`config.mk`:
```
export PLATFORM = sky130hd
export DESIGN_NAME = writeback_stage
export DESIGN_NICKNAME = d
export VERILOG_FILES = /design/src/rtl/writeback_stage.sv
export SDC_FILE = /design/constraint.sdc
export NUM_CORES = 1
export LEC_CHECK = 0
export ABC_AREA = 1
export CORE_MARGIN = 8
export CORE_UTILIZATION = 34
export CTS_CLUSTER_DIAMETER = 30
export DETAILED_ROUTE_END_ITERATION = 7
export SYNTH_ARGS = -nofsm -noshare
export SYNTH_HDL_FRONTEND = slang
export SYNTH_SLANG_ARGS = --single-unit
```
`constraint.sdc`:
```
create_clock -name clk -period 3.7 [get_ports clk]
set_input_delay 0.74 -clock clk [delete_from_list [all_inputs] [get_ports clk]]
set_output_delay 0.74 -clock clk [all_outputs]
set_load 0.05 [all_outputs]
```
`src/rtl/writeback_stage.sv`:
```
// -----------------------------------------------------------------------------
// writeback_stage
//
// Final pipeline stage. It holds one instruction handed over by the memory
// stage, commits its result through a single register-file write port that can
// apply backpressure, and counts retired instructions. Illegal opcodes,
// ECALL/EBREAK and missing results park the stage in HALTED until clear_halt.
//
// Ports:
//   clk, rst_n               clock (rising edge), asynchronous active-low reset
//   prev_done / stall_prev   upstream valid / this stage refuses transfer
//   *_in                     per-instruction fields from the memory stage
//   reg_write_*              register-file write request, index, data, ready
//   flush                    drop the buffered instruction without retiring it
//   clear_halt               leave HALTED
//   retire_pulse             an instruction retires at this clock edge
//   retire_count             running total of retired instructions
//   halted, halt_cause       HALTED flag and cause (0 none, 1 env, 2 illegal,
//                            3 missing result)
//   halt_pc                  PC of the instruction that caused the halt
// -----------------------------------------------------------------------------
module writeback_stage #(
    parameter int ADDR_WIDTH         = 32,
    parameter int DATA_WIDTH         = 32,
    parameter int NUM_REGISTERS      = 32,
    parameter int RETIRE_COUNT_WIDTH = 64
) (
    input  logic                          clk,
    input  logic                          rst_n,
    input  logic                          prev_done,
    output logic                          stall_prev,
    input  logic [ADDR_WIDTH-1:0]         program_count_in,
    input  logic                          program_count_valid_in,
    input  logic                          environment_in,
    input  logic                          opcode_legal_in,
    input  logic [4:0]                    write_register_in,
    input  logic                          write_register_valid_in,
    input  logic [DATA_WIDTH-1:0]         result_data_in,
    input  logic                          result_data_valid_in,
    output logic                          reg_write_enable,
    output logic [4:0]                    reg_write_index,
    output logic [DATA_WIDTH-1:0]         reg_write_data,
    input  logic                          reg_write_ready,
    input  logic                          flush,
    input  logic                          clear_halt,
    output logic                          retire_pulse,
    output logic [RETIRE_COUNT_WIDTH-1:0] retire_count,
    output logic                          halted,
    output logic [1:0]                    halt_cause,
    output logic [ADDR_WIDTH-1:0]         halt_pc
);

    localparam int IDX_W = $clog2(NUM_REGISTERS);

    typedef enum logic {
        ST_RUN    = 1'b0,
        ST_HALTED = 1'b1
    } state_e;

    typedef enum logic [1:0] {
        CAUSE_NONE    = 2'd0,
        CAUSE_ENV     = 2'd1,
        CAUSE_ILLEGAL = 2'd2,
        CAUSE_MISSING = 2'd3
    } cause_e;

    // The PC-valid qualifier carries no commit decision in this stage.
    logic pc_valid_unused;
    assign pc_valid_unused = program_count_valid_in;

    // State and one-entry instruction buffer.
    state_e                        state_q, state_d;
    logic                          has_input_q, has_input_d;
    logic [ADDR_WIDTH-1:0]         program_count_q, program_count_d;
    logic                          environment_q, environment_d;
    logic                          opcode_legal_q, opcode_legal_d;
    logic [IDX_W-1:0]              write_register_q, write_register_d;
    logic                          write_register_valid_q, write_register_valid_d;
    logic [DATA_WIDTH-1:0]         result_data_q, result_data_d;
    logic                          result_data_valid_q, result_data_valid_d;
    logic [RETIRE_COUNT_WIDTH-1:0] retire_count_q, retire_count_d;
    cause_e                        halt_cause_q, halt_cause_d;
    logic [ADDR_WIDTH-1:0]         halt_pc_q, halt_pc_d;

    logic fault, needs_write, active, fire, fault_take, transfer_prev;

    // Handshake, write port and retire decision.
    always_comb begin
        fault = has_input_q && (!opcode_legal_q || environment_q ||
                                (write_register_valid_q && !result_data_valid_q));
        needs_write = write_register_valid_q && (write_register_q != '0);
        // flush overrides everything: no write and no retire for a flushed entry.
        active      = (state_q == ST_RUN) && has_input_q && !fault && !flush;
        fire        = active && (!needs_write || reg_write_ready);
        fault_take  = (state_q == ST_RUN) && fault && !flush;

        // stall_prev is forced high during reset so nothing is accepted then.
        stall_prev    = !rst_n || (state_q == ST_HALTED) ||
                        (has_input_q && !fire && !flush);
        transfer_prev = prev_done && !stall_prev;

        reg_write_enable = active && needs_write;
        reg_write_index  = reg_write_enable ? 5'(write_register_q) : 5'd0;
        reg_write_data   = reg_write_enable ? result_data_q : '0;
        retire_pulse     = fire;
        halted           = (state_q == ST_HALTED);
        retire_count     = retire_count_q;
        halt_cause       = halt_cause_q;
        halt_pc          = halt_pc_q;
    end

    // Next-state logic.
    // NOTE: every variable gets a default at the top of an always_comb so no
    // path leaves it unassigned, which would otherwise infer a latch.
    always_comb begin
        state_d                = state_q;
        has_input_d            = has_input_q;
        program_count_d        = program_count_q;
        environment_d          = environment_q;
        opcode_legal_d         = opcode_legal_q;
        write_register_d       = write_register_q;
        write_register_valid_d = write_register_valid_q;
        result_data_d          = result_data_q;
        result_data_valid_d    = result_data_valid_q;
        retire_count_d         = retire_count_q + {{(RETIRE_COUNT_WIDTH-1){1'b0}}, fire};
        halt_cause_d           = halt_cause_q;
        halt_pc_d              = halt_pc_q;

        case (state_q)
            ST_RUN: begin
                if (fault_take) begin
                    state_d   = ST_HALTED;
                    halt_pc_d = program_count_q;
                    // Priority: illegal opcode, then environment, then missing result.
                    if (!opcode_legal_q)     halt_cause_d = CAUSE_ILLEGAL;
                    else if (environment_q)  halt_cause_d = CAUSE_ENV;
                    else                     halt_cause_d = CAUSE_MISSING;
                end
            end
            ST_HALTED: begin
                if (clear_halt) begin
                    state_d      = ST_RUN;
                    halt_cause_d = CAUSE_NONE;
                end
            end
            default: state_d = ST_RUN;
        endcase

        if (fire || flush || fault_take) has_input_d = 1'b0;

        // A new instruction arriving in the same cycle replaces whatever left.
        if (transfer_prev) begin
            has_input_d            = 1'b1;
            program_count_d        = program_count_in;
            environment_d          = environment_in;
            opcode_legal_d         = opcode_legal_in;
            write_register_d       = write_register_in[IDX_W-1:0];
            write_register_valid_d = write_register_valid_in;
            result_data_d          = result_data_in;
            result_data_valid_d    = result_data_valid_in;
        end
    end

    // NOTE: sequential state uses non-blocking assignments so every flop
    // samples the pre-edge values regardless of statement order.
    always_ff @(posedge clk or negedge rst_n) begin
        if (!rst_n) begin
            state_q                <= ST_RUN;
            has_input_q            <= 1'b0;
            program_count_q        <= '0;
            environment_q          <= 1'b0;
            opcode_legal_q         <= 1'b0;
            write_register_q       <= '0;
            write_register_valid_q <= 1'b0;
            result_data_q          <= '0;
            result_data_valid_q    <= 1'b0;
            retire_count_q         <= '0;
            halt_cause_q           <= CAUSE_NONE;
            halt_pc_q              <= '0;
        end else begin
            state_q                <= state_d;
            has_input_q            <= has_input_d;
            program_count_q        <= program_count_d;
            environment_q          <= environment_d;
            opcode_legal_q         <= opcode_legal_d;
            write_register_q       <= write_register_d;
            write_register_valid_q <= write_register_valid_d;
            result_data_q          <= result_data_d;
            result_data_valid_q    <= result_data_valid_d;
            retire_count_q         <= retire_count_d;
            halt_cause_q           <= halt_cause_d;
            halt_pc_q              <= halt_pc_d;
        end
    end

endmodule

```
Word-level counts from Yosys, hierarchy flattened
Cells that the tools add are included.

storage, ports and cells
  flip-flop bits (word level) = 173
  bits of input ports = 80
  logic and storage cells = 60
  output and inout bits = 139

operators by class
  reduce and logical (&&, ||, !) cells = 32
  multiplexer cells = 12
  eq/ne operators = 2
  $add $sub $neg = 1
  bitwise gates (word level) = 1

operators by type and width
  kind                                           number
  64-bit by 1-bit adder with 64-bit output       1
  32-bit 2-to-1 mux                              1
  1-bit logical AND                              13
  1-bit zero test                                8
  2-bit 2-to-1 mux                               4
  1-bit logical OR                               7
  5-bit 2-to-1 mux                               1
  5-bit nonzero test                             1
  1-bit 2-to-1 mux                               4
  2-bit inequality test (second input constant)  2
  2-bit case mux with 2 select lines             1
  2-bit AND reduction                            2
  1-bit case mux with 2 select lines             1
  2-bit nonzero test                             1
  1-bit inverter                                 1

Logic depth before layout (Yosys ltp)
Gate-level depths: netlist (run 1).

  depth after elaboration = 15
  depth in mapped cells = 16
  mapped depth without buffers = 16

Least setup slack after synthesis (run 1)
No wires, ideal clock.

  path type = input -> register
  start = in flush
  end = reg retire_count_q[34] (netlist: retire_count[34])
  setup slack = 0.762 ns
  stages = 13
  data arrival time = 2.796 ns
  buffers on the path = 0
  setup time = 0.142 ns
  required time = 3.558 ns
  path through = nor2_2 nand2_1 nor2_1 nand2_1 inv_1 ha_1 ha_1 nand3_2 nor2_4 nand2_1 nor2_1 nand3_1 xnor2_1

on the way
  longest elaborated chain between the ends = 4

ends and longest elaborated chain
  what                                      line  source
  start, declared                           44    input logic flush,
  1-bit zero test                           93    active = (state_q == ST_RUN) && has_input_q && !fault && !flush;
  1-bit logical AND                         93
  1-bit logical AND                         94    fire = active && (!needs_write || reg_write_ready);
  net retire_pulse                          46    output logic retire_pulse,
  64-bit by 1-bit adder with 64-bit output  125   retire_count_d = retire_count_q + {{(RETIRE_COUNT_WIDTH-1){1'b0}}, fire};
  net retire_count_d[34]                    81    logic [RETIRE_COUNT_WIDTH-1:0] retire_count_q, retire_count_d;
  end signal, assigned                      190   retire_count_q <= retire_count_d;
  end, declared                             81

The timed path passes the listed nets, and every way through them passes these cells.
A chain may end at the register's enable or synchronous reset.

Final worst setup path (run 1)
  start = in flush
  end = out reg_write_index[4]

on the way
  longest elaborated chain between the ends = 4

ends and longest elaborated chain
  what               line  source
  1-bit zero test    93
  1-bit logical AND  93
  1-bit logical AND  102   reg_write_enable = active && needs_write;
  5-bit 2-to-1 mux   103   reg_write_index = reg_write_enable ? 5'(write_register_q) : 5'd0;
  end, declared      41    output logic [4:0] reg_write_index,

Every way passes these cells.

==> impl_metrics.toml, run 1 <==
[status]
status = "finished clean"

[timing]
finalSetupViolations = 0
tightest_slew_ps = 979
relSlewSlack = 0.347
finalWorstSetupSlack_ps = 525
fin_skew_ps = 9.10
rsz0062_at_grt = "false"
finalCritPeriodShare = 0.858
drv_slew = 0
hold_viol = 0
tns_ps = 0
min_period_ps = 3180
fmaxAchievable_ghz = 0.315

[global_routing]
grt_usage = 0.186
grt_max_degree = 174
grt_pass1_vias = 7640
grt_pass1_wl_um = 42500
antenna_found_initial = 4
grt_remaining_overflow = 0

[placed_design]
io_buffers = 217
dp_cells = 1553
dp_hpwl_um = 20000
dp_slack_ps = 307
dpl_cell_area_sq_um = 11100
gp_congestion = 0.957

[synth]
synth_fp_nets = 1124
async_flop_share = 1.00
ys_seq_area_frac = 0.523
synth_edf_count = 0
ys.flop_type = "dfrtp_1"
yosysMostFrequentCell = "nand2_1"
synth-seq-cells = 173
synth_commonest_cells = "403 x nand2_1, 173 x dfrtp_1, 147 x nor2_1, 80 x nand4_1, 74 x inv_1"
synth_area_sq_um = 8280
synth.area.top_cells = "dfrtp_1 52%, nand2_1 18%, nor2_1 6.7%"
syn_inst = 1042
synth_warnings = 0
syn_area_per_cell_sq_um = 7.95
yosys.area.top_type = "dfrtp_1"
synth_top_area_frac = 0.523
ys_types = 27

[floorplan]
rows = 57
dieArea_sq_um = 29600
die_h_um = 172
core-area_sq_um = 24100
dieWidth_um = 172
io_pins = 219
start_util = 0.343

[drt]
m1WireLength_um = 11200
drt_iter0_drc = 474
wire_per_inst_um = 17.1
wirelength_um = 27000
remaining_drc_errors = 0
dr_wl_met3_um = 2960
route.met2.wl_um = 12300
ant_nets = 0
vias = 7444
maxUsedRoutingLayer = "met5"
first_pass_iters = 4
via_per_inst = 4.70

[hold_path]
hold_path.class = "reg -> reg"
hold_depth = 2

[layout]
final_cell_count_no_fill = 1583
area_delta_synth_final_pct = 41.1
multi_input_area_sq_um = 3430
seqCellArea_sq_um = 4330
nFillCells = 2441
drive_above_1_share = 0.0763
final_area_sq_um = 11700
nets = 1330

[setup_path]
worst_path_max_delay_cell = "clkdlybuf4s50_1"
critPathCaptureType = "output pin"
crit_type = "in -> out"
rr_worst_depth = 15
cp_max_fo = 36
path_cells = "clkdlybuf4s50_1, nor2_2, nand2_1, nor2_1, nand3_1, buf_4, inv_1, nand2_1, inv_1, buf_12"
start_kind = "primary input"
cp.required_ps = 2960
regToRegSetupSlack_ps = 1090
critPathBufInv = 5
cp_num_cells = 10
crit_path_max_incr_delay_ps = 410
critPathTopFamily = "buffers and inverters"
critical_path_arrival_ps = 2440

[clock_network]
cts_made_buffers = 17
clk_path_buf_depth = 2
hold_buffers = 0
insertion_delay_ps = 420
cts.sinks = 173
clk_pin_slew_ps = 60
cts_setup_buffers = 0
cts-root-buf = "clkbuf_16"
cts_tree = "built"
htree_levels = 4
cts.repair.resized = 0

[pwr]
p_leak_nw = 5.31
power.density_nw_per_um2 = 528
max-vdd-ir-drop_uv = 277

[flow_run]
drv_cap = 0
[area by class of cell]
type / count / area share
Antenna cell: 1 / 0.000214
Clock buffer: 20 / 0.0391
Clock inverter: 9 / 0.00975
Inverter: 77 / 0.0247
Multi-Input combinational cell: 751 / 0.294
Sequential cell: 173 / 0.371
Tap cell: 324 / 0.0347
Timing Repair Buffer: 228 / 0.227
[cells in the final DEF, fill, tap and decap left out, drive strengths merged, types with 12 or more instances in the layout]
cell type,Yosys,layout
clkbuf,21,20
xor2,17,17
nand3,35,35
o21ai,12,12
clkdlybuf4s50,0,175
buf,20,53
inv,76,78
nand4,80,80
dfrtp,173,173
nand2,404,404
xnor2,32,32
nor2,153,153
[layer usage]
metal  vias up  global-route usage
met2       227               0.293
li1       3688                   -
met5         -                   0
met3        31              0.0872
met4         6              0.0600
met1      3492               0.221
[logic make-up after synthesis]
logic type      Yosys count  share of synthesized area
xor+xnor                 49                     0.0518
compound gates           12                    0.00725
fa+ha+maj                 2                    0.00302
simple gates            688                      0.352
buf+inv                 118                     0.0632
flops                   173                      0.523
[tightest hold or removal path, stage by stage (launching register included)]
cell,delay [ps]
dfrtp_1,340
nand2_1,50
nand2_1,50
[state kept, by name, indices dropped and copies added (netlist names)]
name / cells
halt_pc: 32
halt_cause: 2
halted: 1
write_register_q: 5
has_input_q: 1
retire_count: 64
result_data_q: 32
environment_q: 1
write_register_valid_q: 1
opcode_legal_q: 1
program_count_q: 32
result_data_valid_q: 1
[worst paths after layout]
path | end | start
worst max-delay path | reg_write_index[4] | flush
worst min-delay path | halt_pc[17]$_DFFE_PN0P_ | program_count_q[17]$_DFFE_PN0P_
worst max register to register | retire_count[62]$_DFF_PN0_ | halted$_DFF_PN0_
worst min register to register | halt_pc[17]$_DFFE_PN0P_ | program_count_q[17]$_DFFE_PN0P_
max in group asynchronous | result_data_q[22]$_DFFE_PN0P_ | rst_n
min in group asynchronous | program_count_q[16]$_DFFE_PN0P_ | rst_n
[metrics by stage]
stage / utilization / hold WS [ps] / power, mW
after global placement: 0.461 / 450 / 4.41
final: 0.485 / 468 / 6.17
after detailed placement: 0.461 / 453 / 4.45
after global routing: 0.485 / 490 / 6.51
after floorplan: - / 442 / 3.73
after CTS: 0.485 / 471 / 6.25
[power breakdown]
part           switching (mW)  total (mW)  internal (mW)
sequential              0.259        2.58           2.32
combinational            1.20        1.81          0.606
clock                   0.760        1.78           1.02
total                    2.22        6.17           3.95
No activity file was read; power rests on OpenSTA's default activity.
==> run 2: changes to the inputs <==
- CORE_UTILIZATION: 34 -> 53
- GPL_TIMING_DRIVEN: default -> 0
- PLACE_DENSITY: default -> 0.86
==> impl_metrics.toml, run 2 (synthesis gave the netlist of run 1 again) <==
[placed_design]
dp_slack_ps = -172
dpl_cell_area_sq_um = 10700
dp_hpwl_um = 19800
io_buffers = 217
gp_congestion = 0.958

[timing]
relSlewSlack = 0.613
fin_skew_ps = 9.61
drv_slew = 0
fmaxAchievable_ghz = 0.279
finalWorstSetupSlack_ps = 120
tightest_slew_ps = 578
finalSetupViolations = 0
hold_viol = 0
min_period_ps = 3580
finalCritPeriodShare = 0.968

[drt]
wire_per_inst_um = 16.9
vias = 7824
via_per_inst = 5.20
wirelength_um = 25400
drt_iter0_drc = 561
remaining_drc_errors = 0
ant_nets = 0
first_pass_iters = 5

[global_routing]
grt_max_degree = 64
grt_pass1_vias = 7905
grt_usage = 0.260
antenna_found_initial = 0
grt_remaining_overflow = 0
grt_pass1_wl_um = 40700

[floorplan]
start_util = 0.543
die_h_um = 141
core-area_sq_um = 15300
dieArea_sq_um = 19900
dieWidth_um = 141
io_pins = 219
rows = 45

[pwr]
max-vdd-ir-drop_uv = 390
power.density_nw_per_um2 = 548
p_leak_nw = 5.53

[setup_path]
start_kind = "primary input"
reg2reg_to = "retire_count[58]$_DFF_PN0_"
cp_max_fo = 10
crit_top_cell = "nor2_1"
crit_type = "in -> out"
crit_path_max_incr_delay_ps = 580
path_cells = "clkdlybuf4s50_1, nor2_2, nand2_1, nor2_1, nand3_1, buf_2, nor2_1, dlygate4sd2_1"
cp.required_ps = 2960
critical_path_arrival_ps = 2840
cp-startpoint = "flush"
regToRegSetupSlack_ps = 910
worst_path_max_delay_cell = "dlygate4sd2_1"
worstSetupEndpoint = "reg_write_data[19]"
rr_worst_depth = 14
critPathCaptureType = "output pin"
r2r_start = "environment_q$_DFFE_PN0P_"

[layout]
antennaDiodeCount = 0
nets = 1362
drive_above_1_share = 0.0534
final_area_sq_um = 11400
final_cell_mix = "403 x nand2_1, 177 x clkdlybuf4s50_1, 173 x dfrtp_1"
final_common_cell = "nand2_1"
largest_reg_flops = 64
area_delta_synth_final_pct = 37.3
nFillCells = 1175

[flow_run]
drv_cap = 0

[clock_network]
clk_pin_slew_ps = 70
cts_setup_buffers = 0
cts_tree = "built"
insertion_delay_ps = 430
hold_buffers = 0
htree_levels = 4
cts_made_buffers = 17
cts.sinks = 173
clk_path_buf_depth = 2
cts-root-buf = "clkbuf_16"

[hold_path]
hold_path.class = "in -> async"

[status]
status = "finished clean"
-- run 2: cell type report --
class,instances,area [sq um],share of cell area
sequential,173,4330,0.381
clock buffer,17,425,0.0374
multi-input combinational,751,3430,0.301
buffer,41,234,0.0206
timing repair buffer,219,2220,0.196
tap,211,264,0.0232
clock inverter,15,178,0.0156
inverter,77,289,0.0254
-- run 2: layer usage --
metal,GRT usage,up-vias,share of wire
met1,0.319,3692,0.41
met4,0.0911,0,0.026
met2,0.431,329,0.48
met3,0.0760,42,0.090
li1,-,3761,-
met5,0,-,0
-- run 2: through the flow --
| stage | TNS [ps] | cells | power (mW) | utilization | hold WS, ps |
|---|---|---|---|---|---|
| finish | 0 | 1504 | 6.23 | 0.745 | 183 |
| global route | -1.03 | 1504 | 6.52 | 0.745 | 198 |
| CTS | 0 | 1504 | 6.26 | 0.744 | 256 |
| detailed placement | -3160 | 1471 | 4.45 | 0.704 | 456 |
| global placement | -1233120 | 1470 | 4.39 | 0.702 | 449 |
| floorplan | 0 | 1042 | 3.73 | - | 442 |
-- run 2: how the worst min path moves through the flow --
stage / slack (ps) / depth (start not counted) / to
floorplan: 440 / 0 / environment_q$_DFFE_PN0P_
global placement: 450 / 2 / halt_pc[22]$_DFFE_PN0P_
detailed placement: 460 / 2 / halt_pc[19]$_DFFE_PN0P_
CTS: 260 / 1 / result_data_q[6]$_DFFE_PN0P_
global route: 200 / 1 / result_data_q[6]$_DFFE_PN0P_
finish: 180 / 1 / result_data_q[6]$_DFFE_PN0P_
-- run 2: where the power goes --
part | total [mW] | switching, mW | internal (mW)
sequential | 2.58 | 0.262 | 2.32
clock | 1.81 | 0.841 | 0.967
combinational | 1.84 | 1.22 | 0.623
total | 6.23 | 2.32 | 3.91
-- run 2: critical path, delay by kind of cell --
kind	cells	cell delay (ps)
AND/OR/NAND/NOR	5	790
buffers and inverters	3	1300
-- run 2: timing repair --
action,4_1_cts,5_1_grt
setup endpoints to repair,32,9
gates cloned,1,0
resized for setup,31,10
